==> src/rtl/dbc_portsc_change_tracker_if.sv <==
// Status/strobe bundle between the DbC PORTSC change tracker and its environment.
// The tracker uses the slave view; whoever drives the PHY-side inputs uses the master view.
interface dbc_portsc_change_tracker_if;
  logic       DCE;
  logic       ccs_raw;
  logic [3:0] link_state;
  logic       port_reset_active;
  logic       config_error;
  logic [3:0] sw_clear;
  logic       CCS;
  logic       PED;
  logic       PR;
  logic [3:0] PLS;
  logic       CSC;
  logic       PLC;
  logic       PRC;
  logic       CEC;
  logic       change_irq;

  modport master (
    output DCE, ccs_raw, link_state, port_reset_active, config_error, sw_clear,
    input  CCS, PED, PR, PLS, CSC, PLC, PRC, CEC, change_irq
  );

  modport slave (
    input  DCE, ccs_raw, link_state, port_reset_active, config_error, sw_clear,
    output CCS, PED, PR, PLS, CSC, PLC, PRC, CEC, change_irq
  );
endinterface

==> src/rtl/dbc_portsc_change_tracker.sv <==
// DbC PORTSC status tracker: debounces connect status, registers link/reset state
// and maintains the sticky W1C change bits plus a one-cycle change interrupt.
module dbc_portsc_change_tracker #(
  parameter int DEBOUNCE_CYCLES = 8
) (
  input  logic                          clock,
  input  logic                          reset,
  dbc_portsc_change_tracker_if.slave    p
);

  localparam logic [7:0] CNT_LAST = 8'(DEBOUNCE_CYCLES - 1);

  logic       ccs_q, ccs_d;
  logic       ped_q, ped_d;
  logic       pr_q, pr_d;
  logic [3:0] pls_q, pls_d;
  logic [7:0] cnt_q, cnt_d;
  logic [3:0] chg_q, chg_d;   // {CEC,PRC,PLC,CSC}
  logic       irq_q, irq_d;
  logic [3:0] set_ev;
  logic       ccs_fall;
  logic       rst_done;

  always_comb begin
    ccs_d    = 1'b0;
    ped_d    = 1'b0;
    pr_d     = 1'b0;
    pls_d    = 4'h0;
    cnt_d    = 8'd0;
    irq_d    = 1'b0;
    set_ev   = 4'b0000;
    ccs_fall = 1'b0;
    rst_done = 1'b0;
    if (p.DCE) begin
      ccs_d = ccs_q;
      ped_d = ped_q;
      if (p.ccs_raw != ccs_q) begin
        if (cnt_q == CNT_LAST) begin
          ccs_d     = p.ccs_raw;
          set_ev[0] = 1'b1;
          ccs_fall  = ccs_q;
        end else begin
          cnt_d = cnt_q + 8'd1;
        end
      end
      rst_done  = pr_q & ~p.port_reset_active;
      set_ev[1] = (p.link_state != pls_q) & ccs_q;
      set_ev[2] = rst_done;
      set_ev[3] = p.config_error & ccs_q;
      pls_d     = p.link_state;
      pr_d      = p.port_reset_active;
      // A disconnect or config error must win over a coincident reset completion.
      if (ccs_fall || p.config_error) begin
        ped_d = 1'b0;
      end else if (rst_done && ccs_q) begin
        ped_d = 1'b1;
      end
      irq_d = |(set_ev & ~chg_q);
    end
  end

  // Each sticky bit: a set event beats a same-edge software clear.
  generate
    for (genvar gi = 0; gi < 4; gi++) begin : g_chg
      assign chg_d[gi] = p.DCE & (set_ev[gi] | (chg_q[gi] & ~p.sw_clear[gi]));
    end
  endgenerate

  always_ff @(posedge clock) begin
    if (reset) begin
      ccs_q <= 1'b0;
      ped_q <= 1'b0;
      pr_q  <= 1'b0;
      pls_q <= 4'h0;
      cnt_q <= 8'd0;
      chg_q <= 4'b0000;
      irq_q <= 1'b0;
    end else begin
      ccs_q <= ccs_d;
      ped_q <= ped_d;
      pr_q  <= pr_d;
      pls_q <= pls_d;
      cnt_q <= cnt_d;
      chg_q <= chg_d;
      irq_q <= irq_d;
    end
  end

  assign p.CCS        = ccs_q;
  assign p.PED        = ped_q;
  assign p.PR         = pr_q;
  assign p.PLS        = pls_q;
  assign p.CSC        = chg_q[0];
  assign p.PLC        = chg_q[1];
  assign p.PRC        = chg_q[2];
  assign p.CEC        = chg_q[3];
  assign p.change_irq = irq_q;

endmodule
==> src/flat_wrapper.sv <==
// flat-port wrapper written by rule: the top's interface ports become plain ports
module dbc_portsc_change_tracker_flat 
#(
  parameter int DEBOUNCE_CYCLES = 8
)
  (clock, reset, p_DCE, p_ccs_raw, p_link_state, p_port_reset_active, p_config_error, p_sw_clear, p_CCS, p_PED, p_PR, p_PLS, p_CSC, p_PLC, p_PRC, p_CEC, p_change_irq);
  dbc_portsc_change_tracker_if p_i ();
  input  logic clock;
  input  logic reset;
  input wire logic [$bits(p_i.DCE)-1:0] p_DCE;
  input wire logic [$bits(p_i.ccs_raw)-1:0] p_ccs_raw;
  input wire logic [$bits(p_i.link_state)-1:0] p_link_state;
  input wire logic [$bits(p_i.port_reset_active)-1:0] p_port_reset_active;
  input wire logic [$bits(p_i.config_error)-1:0] p_config_error;
  input wire logic [$bits(p_i.sw_clear)-1:0] p_sw_clear;
  output wire logic [$bits(p_i.CCS)-1:0] p_CCS;
  output wire logic [$bits(p_i.PED)-1:0] p_PED;
  output wire logic [$bits(p_i.PR)-1:0] p_PR;
  output wire logic [$bits(p_i.PLS)-1:0] p_PLS;
  output wire logic [$bits(p_i.CSC)-1:0] p_CSC;
  output wire logic [$bits(p_i.PLC)-1:0] p_PLC;
  output wire logic [$bits(p_i.PRC)-1:0] p_PRC;
  output wire logic [$bits(p_i.CEC)-1:0] p_CEC;
  output wire logic [$bits(p_i.change_irq)-1:0] p_change_irq;
  assign p_i.DCE = p_DCE;
  assign p_i.ccs_raw = p_ccs_raw;
  assign p_i.link_state = p_link_state;
  assign p_i.port_reset_active = p_port_reset_active;
  assign p_i.config_error = p_config_error;
  assign p_i.sw_clear = p_sw_clear;
  assign p_CCS = p_i.CCS;
  assign p_PED = p_i.PED;
  assign p_PR = p_i.PR;
  assign p_PLS = p_i.PLS;
  assign p_CSC = p_i.CSC;
  assign p_PLC = p_i.PLC;
  assign p_PRC = p_i.PRC;
  assign p_CEC = p_i.CEC;
  assign p_change_irq = p_i.change_irq;
  dbc_portsc_change_tracker #(.DEBOUNCE_CYCLES(DEBOUNCE_CYCLES)) u_core (.clock(clock), .reset(reset), .p(p_i));
endmodule
==> config.mk <==
export PLATFORM = sky130hd
export DESIGN_NAME = dbc_portsc_change_tracker_flat
export DESIGN_NICKNAME = d
export VERILOG_FILES = /design/src/rtl/dbc_portsc_change_tracker_if.sv /design/src/rtl/dbc_portsc_change_tracker.sv /design/src/flat_wrapper.sv
export SDC_FILE = /design/constraint.sdc
export NUM_CORES = 1
export LEC_CHECK = 0
export CORE_ASPECT_RATIO = 1.2
export CORE_UTILIZATION = 44
export DETAILED_ROUTE_END_ITERATION = 12
export PLACE_DENSITY = 0.79
export RECOVER_POWER = 50
export REMOVE_ABC_BUFFERS = 1
export SLEW_MARGIN = 10
export SYNTH_ARGS = -nofsm -noshare
export SYNTH_HDL_FRONTEND = slang
export SYNTH_SLANG_ARGS = --single-unit
==> constraint.sdc <==
create_clock -name clock -period 1.9 [get_ports clock]
set_input_delay 0.38 -clock clock [delete_from_list [all_inputs] [get_ports clock]]
set_output_delay 0.38 -clock clock [all_outputs]
set_load 0.02 [all_outputs]
After elaboration in Yosys (flattened, before gate mapping)
Index checks and enable logic that the tools add are counted.

word-level totals
  bits in latches = 0
  RAM bits = 0
  bits in registers = 20
  input port bits = 14
  memory bits (read-only) = 0
  output and inout bits = 12
  memories kept = 0

operators by class
  multipliers = 0
  order comparisons = 0
  div/mod/pow operators = 0
  add/subtract/negate cells = 1
  shifts and indexed selects = 0
  muxes and demuxes = 7
  equality and inequality tests = 3
  bitwise gates (word level) = 24
  reduce and logical (&&, ||, !) cells = 7

operator list
  cell                   number
  $and A1 B1 Y1          11
  $add A8 B1 Y8 const B  1
  $eq A8 B3 Y1 const B   1
  $reduce_or A4 Y1       2
  $not A1 Y1             7
  $mux W1                6
  $and A4 B4 Y4          1
  $mux W4                1
  $ne A4 B4 Y1           1
  $not A4 Y4             1
  $or A1 B1 Y1           4
  $reduce_or A3 Y1       1
  $reduce_and A2 Y1      1
  $reduce_or A2 Y1       1
  $logic_and A1 B1 Y1    1
  $logic_or A1 B1 Y1     1
  $ne A1 B1 Y1           1

Depth between registers and ports, before layout
  word-level depth = 7
  mapped depth = 4
  gate-level depth less buffers = 4

Least setup slack after synthesis
No wires, ideal clock.

  kind = register to register
  start = register u_core.cnt_q[3]
  end = register u_core.cnt_q[2]
  setup slack = 0.418 ns
  arrival time = 1.352 ns
  library setup time = 0.130 ns
  path buffers = 1
  cell stages (with the launch flop) = 5
  clock period less this slack = 1.482 ns
  cell sequence = dfxtp_1 > clkbuf_2 > or4_4 > o311ai_4 > nor2_1

on the way
  word-level cells in the longest chain between the ends = 2

ends and longest elaborated chain
  what                               line                             RTL
  from (decl)                        dbc_portsc_change_tracker.sv:17  logic [7:0] cnt_q, cnt_d;
  from (signal assigned)             dbc_portsc_change_tracker.sv:83  cnt_q <= cnt_d;
  $eq A8 B3 Y1                       dbc_portsc_change_tracker.sv:38  if (cnt_q == CNT_LAST) begin
  $reduce_or A4 Y1 (no source line)  -

Every way passes these cells.
A chain may end at the register's enable or synchronous reset.

Final worst setup path
  start = register u_core.cnt_q[3]
  end = register u_core.cnt_q[4]

on the way
  word-level cells in the longest chain between the ends = 2
  elaborated cells on any way between the ends = 3

ends and longest elaborated chain
  what
  branches (longest 2 deep; another with $add A8 B1 Y8)

Parallel ways; which one is timed is not known.

==> flow_metrics.env <==
export IMPL_power_per_cell_area_mw_per_mm2=654
export IMPL_num_vias=714
export IMPL_cts_buffer_depth=2
export IMPL_tightest_slew_ns=0.583
export IMPL_setup_tns_ns=0
export IMPL_routed_wl_mm=1.73
export IMPL_final_layout_size_suffix_gt1_share_pct=5.98
export IMPL_dp_cells=131
export IMPL_grt_start_max_net_pins=12
export IMPL_syn_inst=87
export IMPL_hold_buffers=0
export IMPL_ctsResizeCount=0
export IMPL_drt_initial_drc_count=9
export IMPL_worstSetupPathType="reg -> reg"
export IMPL_core_area_mm2=0.00170
export IMPL_io_pins=26
export IMPL_fp_dieH_um=49.8
export IMPL_drt_pass1_iter_count=4
export IMPL_finalPower_mw=0.747
export IMPL_wire_per_inst_um=12.8
export IMPL_post_cts_buffers=0
export IMPL_initial_utilization_pct=49.2
export IMPL_vias_per_cell=5.29
export IMPL_ys_types=29
export IMPL_p_leak_nw=0.408
export IMPL_avgSynthCellArea_um2=9.62
export IMPL_die_area_mm2=0.00208
export IMPL_cap_violations=0
export IMPL_ant_nets=0
export IMPL_yosysSeqAreaShare_pct=47.8
export IMPL_hold_path_class="reg -> reg"
export IMPL_period_needed_ns=1.70
export IMPL_cp_end_kind="flop"
export IMPL_antenna_cells=0
export IMPL_report_final_slew_viol_count=0
export IMPL_place_gp_congestion=0.744
export IMPL_max_slew_margin_pct=61.1
export IMPL_track_usage_pct=19.2
export IMPL_critPathRequiredTime_ns=2.07
export IMPL_synth_area_um2=837
export IMPL_finalNetCount=133
export IMPL_yosys_warnings=0
export IMPL_finalCritPeriodShare_pct=89.7
export IMPL_antenna_found_initial=0
export IMPL_die_width_um=41.8
export IMPL_finClkSkew_ns=0.00486
export IMPL_root_buffer="clkbuf_4"
export IMPL_clk_pin_slew_ns=0.11
export IMPL_row_count=16
export IMPL_fin_cells=135
export IMPL_overflow=0
export IMPL_cts_buffers=3
export IMPL_grt_pass1_vias=706
export IMPL_clock_sinks=20
export IMPL_setup_violations=0
export IMPL_grt_pass1_wl_mm=3.05
export IMPL_detailed_place_hpwl_mm=1.31
export IMPL_drc=0
export IMPL_rsz0062_at_grt="no"
export IMPL_cp_max_fo=8
export IMPL_htree_levels=1
export IMPL_synth_seq_cells=20
export IMPL_status="finished, final reports clean"
export IMPL_cts_tree="built"
export IMPL_fmax_mhz=587
export IMPL_worst_ep_arrival_time_ns=1.88
export IMPL_start_kind="flop"
export IMPL_clk_latency_ns=0.30
export IMPL_hold_violations=0
export IMPL_ir_drop_mv=0.385
export IMPL_port_buffers=25
export IMPL_area_growth_synth_to_final_pct=36.5
synthesized netlist by cell type:
cell type  number  area, um2
o311ai_4        1       26.3
dfxtp_1        20        400
o21ai_0         3       15.0
or3_1           3       18.8
clkbuf_2        1       5.00
nand3_1         4       20.0
nor2b_1         2       12.5
nand4_1         1       6.26
nor3_1          1       5.00
nor4_1          1       6.26
nor4bb_1        1       10.0
a31oi_1         2       12.5
nand2b_1        5       31.3
xnor2_1         1       8.76
o41ai_1         2       17.5
a32oi_1         1       8.76
ha_1            1       12.5
and2_1          4       25.0
or4_4           1       11.3
clkbuf_1        1       3.75
o31ai_1         1       7.51
xor2_1          7       61.3
nand4b_1        1       8.76
and4b_1         1       10.0
o22a_1          1       8.76
nand2_1         3       11.3
inv_1           3       11.3
a21oi_1         7       35.0
nor2_1          7       26.3
flip-flops by register name, indices dropped and copies added (netlist names):
| signal | cells |
|---|---|
| u_core.p.CCS | 1 |
| u_core.p.change_irq | 1 |
| u_core.cnt_q | 8 |
| u_core.chg_q | 4 |
| u_core.p.PED | 1 |
| u_core.p.PR | 1 |
| u_core.p.PLS | 4 |
where the power goes:
part / switching (mW) / internal [mW]
Combinational: 0.0292 / 0.0416
Sequential: 0.00390 / 0.425
Clock: 0.130 / 0.117
cell families (layout without fill, tap and decap cells):
logic type                 count (synthesis)  count (layout)  share of synthesized area, %
adders and majority gates                  1               1                          1.49
xor gates and xnor gates                   8               8                          8.37
DFF                                       20              20                          47.8
buffers and inverters                      5              35                          2.39
and+or+nand+nor                           35              35                          24.2
AOI/OAI and AO/OA                         18              18                          15.7
critical path, cell delays in order, from the launching register on:
cell      delay (ns)
dfxtp_1         0.39
or4_1           0.56
o311ai_2        0.53
nor2_1          0.11
routing by layer:
layer  GRT usage, %  vias to the layer above  wire length (um)
met5              0                        -                 0
met4           9.68                        0                18
met3           2.56                        2                58
met2           33.6                       13               909
met1           22.5                      329               740
li1               -                      370                 -
layout by cell type, fill, tap and decap left out, types with 4 or more instances in the layout:
| master | netlist | routed |
|---|---|---|
| clkdlybuf4s50_1 | 0 | 23 |
| nor2_1 | 7 | 7 |
| nand2b_1 | 5 | 5 |
| xor2_1 | 7 | 7 |
| a21oi_1 | 7 | 7 |
| dfxtp_1 | 20 | 20 |
| nand3_1 | 4 | 4 |
through the flow:
step                utilization (%)  area (um2)  worst slack, ns  hold slack (ns)
finish                         67.1        1140            0.195            0.456
global route                   67.1        1140           0.0963            0.487
CTS                            68.2        1160            0.218            0.458
detailed placement             66.0        1120            0.210            0.434
global placement               66.0        1120            0.245            0.433
floorplan                         -         828            0.487            0.418
final cells by class:
class / instances / area [um2]
Timing Repair Buffer: 28 / 269
Clock buffer: 4 / 36.3
Fill cell: 142 / 559
Multi-Input combinational cell: 62 / 403
Sequential cell: 20 / 400
Inverter: 3 / 11.3
Tap cell: 18 / 22.5
final timing paths:
| kind | cells after the start | startpoint | end | slack, ns |
|---|---|---|---|---|
| max | 3 | u_core.cnt_q[3]$_SDFF_PP0_ | u_core.cnt_q[4]$_SDFF_PP0_ | 0.20 |
| min | 1 | u_core.cnt_q[0]$_SDFF_PP0_ | u_core.cnt_q[0]$_SDFF_PP0_ | 0.46 |
| max reg2reg | 3 | u_core.cnt_q[3]$_SDFF_PP0_ | u_core.cnt_q[4]$_SDFF_PP0_ | 0.20 |
| min reg2reg | 1 | u_core.cnt_q[0]$_SDFF_PP0_ | u_core.cnt_q[0]$_SDFF_PP0_ | 0.46 |
Note: power is estimated with default switching activity, not from simulation.
